File: config.mk
export PLATFORM = sky130hd
export DESIGN_NAME = mx_rcvr
export DESIGN_NICKNAME = d
export VERILOG_FILES = /design/src/rtl/mx_pkg.sv /design/src/rtl/sync_edge.sv /design/src/rtl/mx_rcvr.sv
export SDC_FILE = /design/constraint.sdc
export NUM_CORES = 1
export LEC_CHECK = 0
export CORE_MARGIN = 3
export CORE_UTILIZATION = 51
export DETAILED_ROUTE_END_ITERATION = 8
export PLACE_DENSITY_LB_ADDON = 0.15
export SYNTH_ARGS = -nofsm -noshare
export SYNTH_HDL_FRONTEND = slang
export SYNTH_SLANG_ARGS = --single-unit
File: constraint.sdc
create_clock -name clk -period 1.9 [get_ports clk]
set_input_delay 0.38 -clock clk [delete_from_list [all_inputs] [get_ports clk]]
set_output_delay 0.38 -clock clk [all_outputs]
set_load 0.1 [all_outputs]
File: src/rtl/mx_pkg.sv
// Shared definitions for the Manchester receiver: FSM state encoding and
// the framing bytes that bracket a frame's payload.
package mx_pkg;

  typedef enum logic [1:0] {
    IDLE     = 2'd0,
    HUNT_SFD = 2'd1,
    RECEIVE  = 2'd2
  } state_t;

  localparam logic [7:0] PREAMBLE = 8'hAA;
  localparam logic [7:0] SFD      = 8'hD0;

endpackage

File: src/rtl/sync_edge.sv
// Two-flop synchronizer for an asynchronous serial input, followed by a
// history flop used to flag rising, falling and any edges on the
// synchronized level.
module sync_edge (
  input  logic clk,
  input  logic rst,
  input  logic din,
  output logic rise,
  output logic fall,
  output logic any
);

  logic s1;
  logic s2;
  logic s3;

  // Synchronize din and keep one cycle of history; all flops idle high.
  always_ff @(posedge clk) begin
    if (!rst) begin
      s1 <= 1'b1;
      s2 <= 1'b1;
      s3 <= 1'b1;
    end else begin
      s1 <= din;
      s2 <= s1;
      s3 <= s2;
    end
  end

  assign rise = s2 & ~s3;
  assign fall = ~s2 & s3;
  assign any  = s2 ^ s3;

endmodule

File: src/rtl/mx_rcvr.sv
// Manchester receiver: recovers mid-bit transitions by timing edges against
// the nominal bit period, assembles bytes LSB-first, detects preamble and
// SFD, and reports bytes, carrier presence and end of frame.
module mx_rcvr
  import mx_pkg::*;
#(
  parameter int CLK_FREQ = 100_000_000,
  parameter int BIT_RATE = 50_000
) (
  input  logic       clk,
  input  logic       rst,
  input  logic       rxd,
  output logic [7:0] data,
  output logic       valid,
  output logic       cardet,
  output logic       eof,
  output logic       error
);

  localparam int BITPD = CLK_FREQ / BIT_RATE;
  localparam int TW    = $clog2(2 * BITPD + 1);
  localparam logic [TW-1:0] TMAX = TW'(2 * BITPD);
  localparam logic [TW-1:0] TMID = TW'(3 * BITPD / 4);
  localparam logic [TW-1:0] TOUT = TW'(3 * BITPD / 2);

  state_t          state;
  logic [7:0]      sreg;
  logic [TW-1:0]   tcnt;
  logic [2:0]      bcnt;
  logic            fresh;
  logic            bit_done;
  logic            rise;
  logic            fall;
  logic            any;
  logic            mid_edge;
  logic            timeout;
  logic            dbit;

  sync_edge u_sync (
    .clk  (clk),
    .rst  (rst),
    .din  (rxd),
    .rise (rise),
    .fall (fall),
    .any  (any)
  );

  // A line that has been quiet since the last timeout (fresh) has no phase
  // reference yet, so its first edge is taken as a mid-bit edge.
  assign mid_edge = any && (((state == IDLE) && fresh) || (tcnt >= TMID));
  assign timeout  = !mid_edge && (tcnt == TOUT);
  // Post-edge level low means the bit was 1; only meaningful on an edge.
  assign dbit     = fall ? 1'b1 : (rise ? 1'b0 : sreg[7]);
  assign cardet   = (state != IDLE);

  // Clocks since the last accepted mid-bit edge, saturating.
  always_ff @(posedge clk) begin
    if (!rst) begin
      tcnt <= '0;
    end else if (mid_edge) begin
      tcnt <= '0;
    end else if (tcnt != TMAX) begin
      tcnt <= tcnt + TW'(1);
    end
  end

  // Shift decoded bits in at the MSB; a timeout discards partial history.
  always_ff @(posedge clk) begin
    if (!rst) begin
      sreg     <= '0;
      fresh    <= 1'b1;
      bit_done <= 1'b0;
    end else begin
      bit_done <= mid_edge;
      if (mid_edge) begin
        sreg  <= {dbit, sreg[7:1]};
        fresh <= 1'b0;
      end else if (timeout) begin
        sreg  <= '0;
        fresh <= 1'b1;
      end
    end
  end

  // Frame FSM: acts one cycle after each decoded bit so sreg is settled.
  always_ff @(posedge clk) begin
    if (!rst) begin
      state <= IDLE;
      bcnt  <= '0;
      data  <= '0;
      valid <= 1'b0;
      eof   <= 1'b0;
      error <= 1'b0;
    end else begin
      valid <= 1'b0;
      eof   <= 1'b0;
      error <= 1'b0;
      if (timeout && (state != IDLE)) begin
        eof   <= 1'b1;
        error <= (state == HUNT_SFD) || (bcnt != '0);
        state <= IDLE;
      end else if (bit_done) begin
        case (state)
          IDLE: begin
            if (sreg == PREAMBLE) state <= HUNT_SFD;
          end
          HUNT_SFD: begin
            if (sreg == SFD) begin
              state <= RECEIVE;
              bcnt  <= '0;
            end
          end
          RECEIVE: begin
            bcnt <= bcnt + 3'd1;
            if (bcnt == 3'd7) begin
              data  <= sreg;
              valid <= 1'b1;
            end
          end
          default: state <= IDLE;
        endcase
      end
    end
  end

endmodule

== Yosys cells after proc, flatten, opt, wreduce, memory -nomap -nowiden ==
Index checks and enable logic that the tools add are counted.

* Add/sub/neg operators: 2
* $lt $le $gt $ge: 1
* Equal/unequal tests: 10
* Mux-type cells: 13
* Bitwise logic cells: 9
* Reductions and logical operators: 20

{| class="wikitable"
|+ Operators with widths
! kind !! count
|-
| 8-bit equality test, second input constant || 2
|-
| 8-bit two-way mux || 2
|-
| 12-bit by 1-bit adder with 12-bit output, second input constant || 1
|-
| 12-bit equality test, second input constant || 1
|-
| 12-bit by 11-bit >= comparator with 1-bit output, second input constant || 1
|-
| 12-bit inequality test, second input constant || 1
|-
| 4-bit AND reduction || 3
|-
| 1-bit two-way mux || 6
|-
| 1-bit inverter || 6
|-
| 2-bit case mux with 3 select lines || 1
|-
| 3-bit case mux with 2 select lines || 1
|-
| 2-bit nonzero test || 3
|-
| 1-bit logical AND || 4
|-
| 2-bit two-way mux || 2
|-
| 2-bit by 1-bit inequality test with 1-bit output, second input constant || 2
|-
| 2-bit AND reduction || 2
|-
| 2-bit OR reduction || 2
|-
| 4-bit OR reduction || 1
|-
| 3-bit by 1-bit adder with 3-bit output, second input constant || 1
|-
| 3-bit equality test, second input constant || 1
|-
| 3-bit two-way mux || 1
|-
| 3-bit inequality test, second input constant || 1
|-
| 3-bit nonzero test || 1
|-
| 1-bit bitwise AND || 2
|-
| other kinds (6) || 7
|}

* Flip-flop bits (word level): 41
* Input port bits: 3
* Output and inout port bits: 12
* Logic and storage cells: 69

== Depth between registers and ports, before layout ==
* Word-level depth: 9
* Mapped depth: 8
* Gate-level depth less buffers: 7

== Hierarchy ==
Synthesis repeated with hierarchy kept, for this count alone.

* Cell total of the unflattened synthesis: 219
* Area total of the unflattened synthesis: 1889.3 um^2

{| class="wikitable"
|+ Modules (own cells, without submodules)
! module !! times used !! cells an instance !! area each (um^2) !! sequential area each (um^2)
|-
| mx_rcvr || 1 || 208 || 1774.2 || 760.7
|-
| sync_edge || 1 || 11 || 115.1 || 60.1
|}

== Worst setup path after synthesis ==
Ideal clock, no wire load.

* Path type: register to register
* Start point: register u_sync.s2
* End point: register data[0]
* Setup time: 0.072 ns
* Data arrival time: 1.883 ns
* Required time: 1.828 ns
* Slack: -0.055 ns
* Stages on the path, launching flop included: 9
* Buffers on the path: 1
* Period minus slack after synthesis: 1.955 ns
* Cells stage by stage: dfxtp_1 > inv_1 > ha_1 > nand2b_1 > or4_4 > a31oi_4 > and2_4 > buf_6 > mux2i_1

* Cells in the longest elaborated chain, start to end: 7

{| class="wikitable"
|+ RTL lines
! what !! line !! RTL
|-
| start, declared || sync_edge.sv:14 || <nowiki>logic s2;</nowiki>
|-
| start signal, assigned || sync_edge.sv:21 || <nowiki>s2 <= 1'b1;</nowiki>
|-
| start signal, assigned || sync_edge.sv:25 || <nowiki>s2 <= s1;</nowiki>
|-
| 1-bit bitwise XOR || sync_edge.sv:32 || <nowiki>assign any = s2 ^ s3;</nowiki>
|-
| 1-bit logical AND || mx_rcvr.sv:50 || <nowiki>assign mid_edge = any && (((state == IDLE) && fresh) || (tcnt >= TMID));</nowiki>
|-
| 1-bit logical NOT || mx_rcvr.sv:51 || <nowiki>assign timeout = !mid_edge && (tcnt == TOUT);</nowiki>
|-
| 1-bit logical AND || mx_rcvr.sv:51 ||
|-
| 1-bit logical AND || mx_rcvr.sv:98 || <nowiki>if (timeout && (state != IDLE)) begin</nowiki>
|-
| 1-bit inverter (no source line) || - ||
|-
| 4-bit AND reduction (no source line) || - ||
|-
| end signal, assigned || mx_rcvr.sv:116 || <nowiki>data <= sreg;</nowiki>
|-
| end, declared || mx_rcvr.sv:13 || <nowiki>output logic [7:0] data,</nowiki>
|}

Every way passes these cells.
A chain may end at the register's enable or synchronous reset.

== Final worst setup path ==
* Start point: register u_sync.s2
* End point: register data[7]

The elaborated chain is that of the path after synthesis.

==> run summary <==
The cell area reported after detailed placement is 1963 sq um, and the post-route antenna net violation count is 0. The area added between synthesis and finish was 18.21%. In this run the mean area of a mapped cell was 9.543 sq um.

The number of placed instances, taps included, is 244. The fraction of the cycle the final worst path needs was 1.031. The worst register-to-register path begins at u_sync.s2.

The floorplan has 20 rows. The delay contributed by the slowest stage of the critical path was 0.52 ns; the pin count of the biggest net entering global routing was 21. The tools report the proportion of synthesized chip area in sequential cells as 0.4649. Synthesis handed over a netlist of 185 instances. The pre-antenna-repair detailed-routing pass consisted of 4 iterations. Dividing total power by cell area gives a power density of 732.3 nW/um^2. Of all nets on the critical path, the largest fanout is 8.

The worst setup slack after layout came out at -0.05831 ns. The run gives 5 as the CTS buffer count. The all-layer global routing usage came out at 0.1792.

TritonCTS built the clock tree. The worst min-delay path class is reg -> reg. Detailed routing placed a total of 1666 um of wire on met2.

After clock tree synthesis, the clock-pin slew on the worst setup and hold paths is 0.11 ns. The endpoint identified for the worst register-to-register timing path is data[7]. The x dimension of the die was 64.84 um; the worst slew margin relative to its limit was 0.7302. The number of antenna diodes in the final layout is 0.

Pin placement for this block handled 15 I/O pins. The library cell used most frequently in the layout, excluding fill and tap cells, is dfxtp_1. The data arrival time at the worst-slack endpoint was 2.22 ns; the wire length on met3 was 105 um. The static leakage is 0.8071 nW, and the number of vias per cell is 5.281. After clock tree synthesis, the flow added hold-fix buffers numbering 0. The total number of clock tree sinks came out at 41. The logs give 217 for the number of nets in the layout and 1443 um for the wire length on met1. The run gives 0.5106 GHz as the achievable frequency. The tools report the total grt overflow as 0. The total of fill cells in the finished design is 283. The peak supply drop was 0.4861 mV; the post-synthesis instance area was 1765 sq um. At the pin with the least slew margin, the transition time is 0.4016 ns. Across all layers, the routed design uses 1336 vias. The worst hold path terminates at u_sync.s2. The via count of the first global-routing pass came out at 1272. The die area was 4204 sq um. The multi-input combinational cells in the finished layout cover a total of 910.9 sq um. The highest metal layer carrying signal wires in the routed design is met4.

The flip-flop and latch count after synthesis works out to 41. The power after layout is 1.528 mW, and the post-detailed-routing wire length is 3262 um. The y dimension of the die was 64.84 um.

The critical path crosses 7 cells after its start point. The tool flagged a number of max-cap violations equal to 0. In this run the clock root is driven by a clkbuf_4. Across all hold checks on the routed design, the worst slack comes to 0.4256 ns.

The kind of start point of the critical path is a flop. Number of buffer and inverter stages on the critical path: 1. The number of cells on the worst hold path was 1.

Setup repair after global routing could not meet its margin everywhere. During synthesis, Yosys emitted a total of 0 warnings. The summed area of non-filler cells in the final layout was 2087 sq um; the first-pass GRT wire length was 5685 um. For this run, design rule violations remaining after detail routing come to 0. Detailed placement finished with a half-perimeter wire length of 2484 um. The signal on the critical path passes through inv_2, ha_4, nand2b_4, or4_4, a31oi_4, and2_4, mux2i_1.

The worst setup path is of the reg -> reg kind. The most area-hungry cell type in the Yosys netlist was dfxtp_1. The logs give 0.34 ns for the clock network latency to the later pin of the worst-skew pair and 0.8461 for the final estimated routing congestion in global placement. The wire length per cell is 12.89 um. The max-slew violation count is 0. Startpoint of the worst hold path: u_sync.s1. The total area inside the core boundary comes to 3178 sq um.

Slowest stage cell on the critical path: or4_4. The number of violations reported at the end of detailed-routing iteration 0 is 78. Among cell families on the critical path, the largest total delay comes from simple AND/OR/NAND/NOR gates.

The logs give 2 for the number of buffers on the longest clock path and 2 for the H-tree depth reported by CTS. The ratio of cells with drive above 1 in the final layout is 0.2010. Setup violations remaining at the end of the flow were counted as 8. The initial cell density of the core is 0.5555, and the count of cells along the worst register-to-register path is 7. Between clock sinks in the finished design, the worst skew comes to 0.008437 ns. The logs give -0.06 ns for the setup slack of the most critical reg-to-reg path and 823.3 sq um for the register area.

The top cell types in the final layout, fill and taps aside, are dfxtp_1 (39), nand2_1 (23), nor2_1 (20), buf_4 (20). The checks that failed: setup timing. For the net count after synthesis, the log shows 194.

The flow ran to the end, but the final reports show violations. The run gives 0 as the number of antenna violations at the first check in global routing. For the final-report hold violation count, the log shows 0. Data on the critical path is required at its endpoint by 2.17 ns.

For the number of different library cells in the post-synthesis netlist, the log shows 40. After synthesis, the cell types taking the most area are dfxtp_1 (46%), mux2i_1 (5.1%), nand2_1 (4.9%). STA classifies the critical path endpoint as a flop. The portion of synthesized cell area occupied by the leading cell type is 0.4649.

Buffers placed on the I/O ports in this run total 14. Once layout is complete, the cells apart from fillers number 253. The minimum clock period came out at 1.958 ns.
==> what timing repair did <==
item	CTS	global route
pin swaps	3	4
resized for setup	5	4
setup buffers	0	1
endpoints found under the setup margin	18	21
==> metrics by stage <==
stage | setup TNS, ns | utilization | worst slack (ns)
2_1_floorplan | 0 | - | 0.003900
3_3_place_gp | -0.3507 | 0.6177 | -0.04009
3_5_place_dp | -1.781 | 0.6177 | -0.1475
4_1_cts | -0.7236 | 0.6516 | -0.1257
5_1_grt | -1.003 | 0.6567 | -0.1567
6_report | -0.2332 | 0.6567 | -0.05831
==> registers in the layout, summed over array words and instances (netlist names), 2 cells and up <==
signal	flops
tcnt	12
bcnt	3
state	2
sreg	8
data	8
==> layout make-up <==
type / instances / area share
Multi-Input combinational cell: 131 / 0.4365
Sequential cell: 41 / 0.3945
Timing Repair Buffer: 23 / 0.09113
Clock buffer: 7 / 0.02638
Tap cell: 44 / 0.02638
Clock inverter: 1 / 0.01439
Inverter: 6 / 0.01079
==> layer usage <==
metal / up-vias / track usage
met5: - / 0
met4: 0 / 0.06860
met3: 4 / 0.06586
met2: 16 / 0.3052
met1: 625 / 0.2024
li1: 691 / -
==> kinds of logic after synthesis <==
group | Yosys count | share of synthesized area
multiplexers | 9 | 0.05103
AND/OR/NAND/NOR | 84 | 0.2559
AO/OA/AOI/OAI | 22 | 0.1006
buffers and inverters | 13 | 0.03544
adder cells (fa/ha/maj) | 6 | 0.04252
XOR/XNOR | 10 | 0.04961
flip-flops | 41 | 0.4649
==> synthesized netlist by cell type <==
cell type  instances
nand4_1            3
or2_2              1
buf_6              1
nand4b_1           1
xnor2_1            7
nor4bb_1           1
a21o_1             1
or3_1              1
and2_1             3
nand3_1            6
buf_2              2
or4_4              1
dfxtp_1           41
o21ai_0            2
o21ai_1            1
a22oi_1            1
buf_4              1
a31oi_4            1
inv_1              6
a31oi_1            2
ha_1               6
a22o_1             9
nor4_4             1
nand2b_1           6
mux2i_1            9
nor3b_1            4
xor2_1             3
and2_4             1
nand2_1           23
nor2b_1            2
a21oi_1            3
nor4b_1            1
or3b_2             1
nand3b_1           2
nor3_1             2
nor2_1            21
nand4bb_1          1
clkbuf_1           3
a32o_1             2
and3_1             2
==> how the worst max path moves through the flow <==
stage	start	end	slack, ns
final	u_sync.s2	data[7]	-0.06
after global routing	u_sync.s2	data[1]	-0.16
after CTS	u_sync.s2	data[7]	-0.13
after detailed placement	u_sync.s2	data[7]	-0.15
after global placement	u_sync.s2	data[7]	-0.04
after floorplan	u_sync.s2	data[0]	0.004
==> report_power, final <==
| group | switching, mW | internal, mW |
|---|---|---|
| Combinational | 0.0417 | 0.0328 |
| Sequential | 0.00899 | 0.871 |
| Clock | 0.260 | 0.314 |
| Total | 0.310 | 1.22 |
No activity file was read; power rests on OpenSTA's default activity.
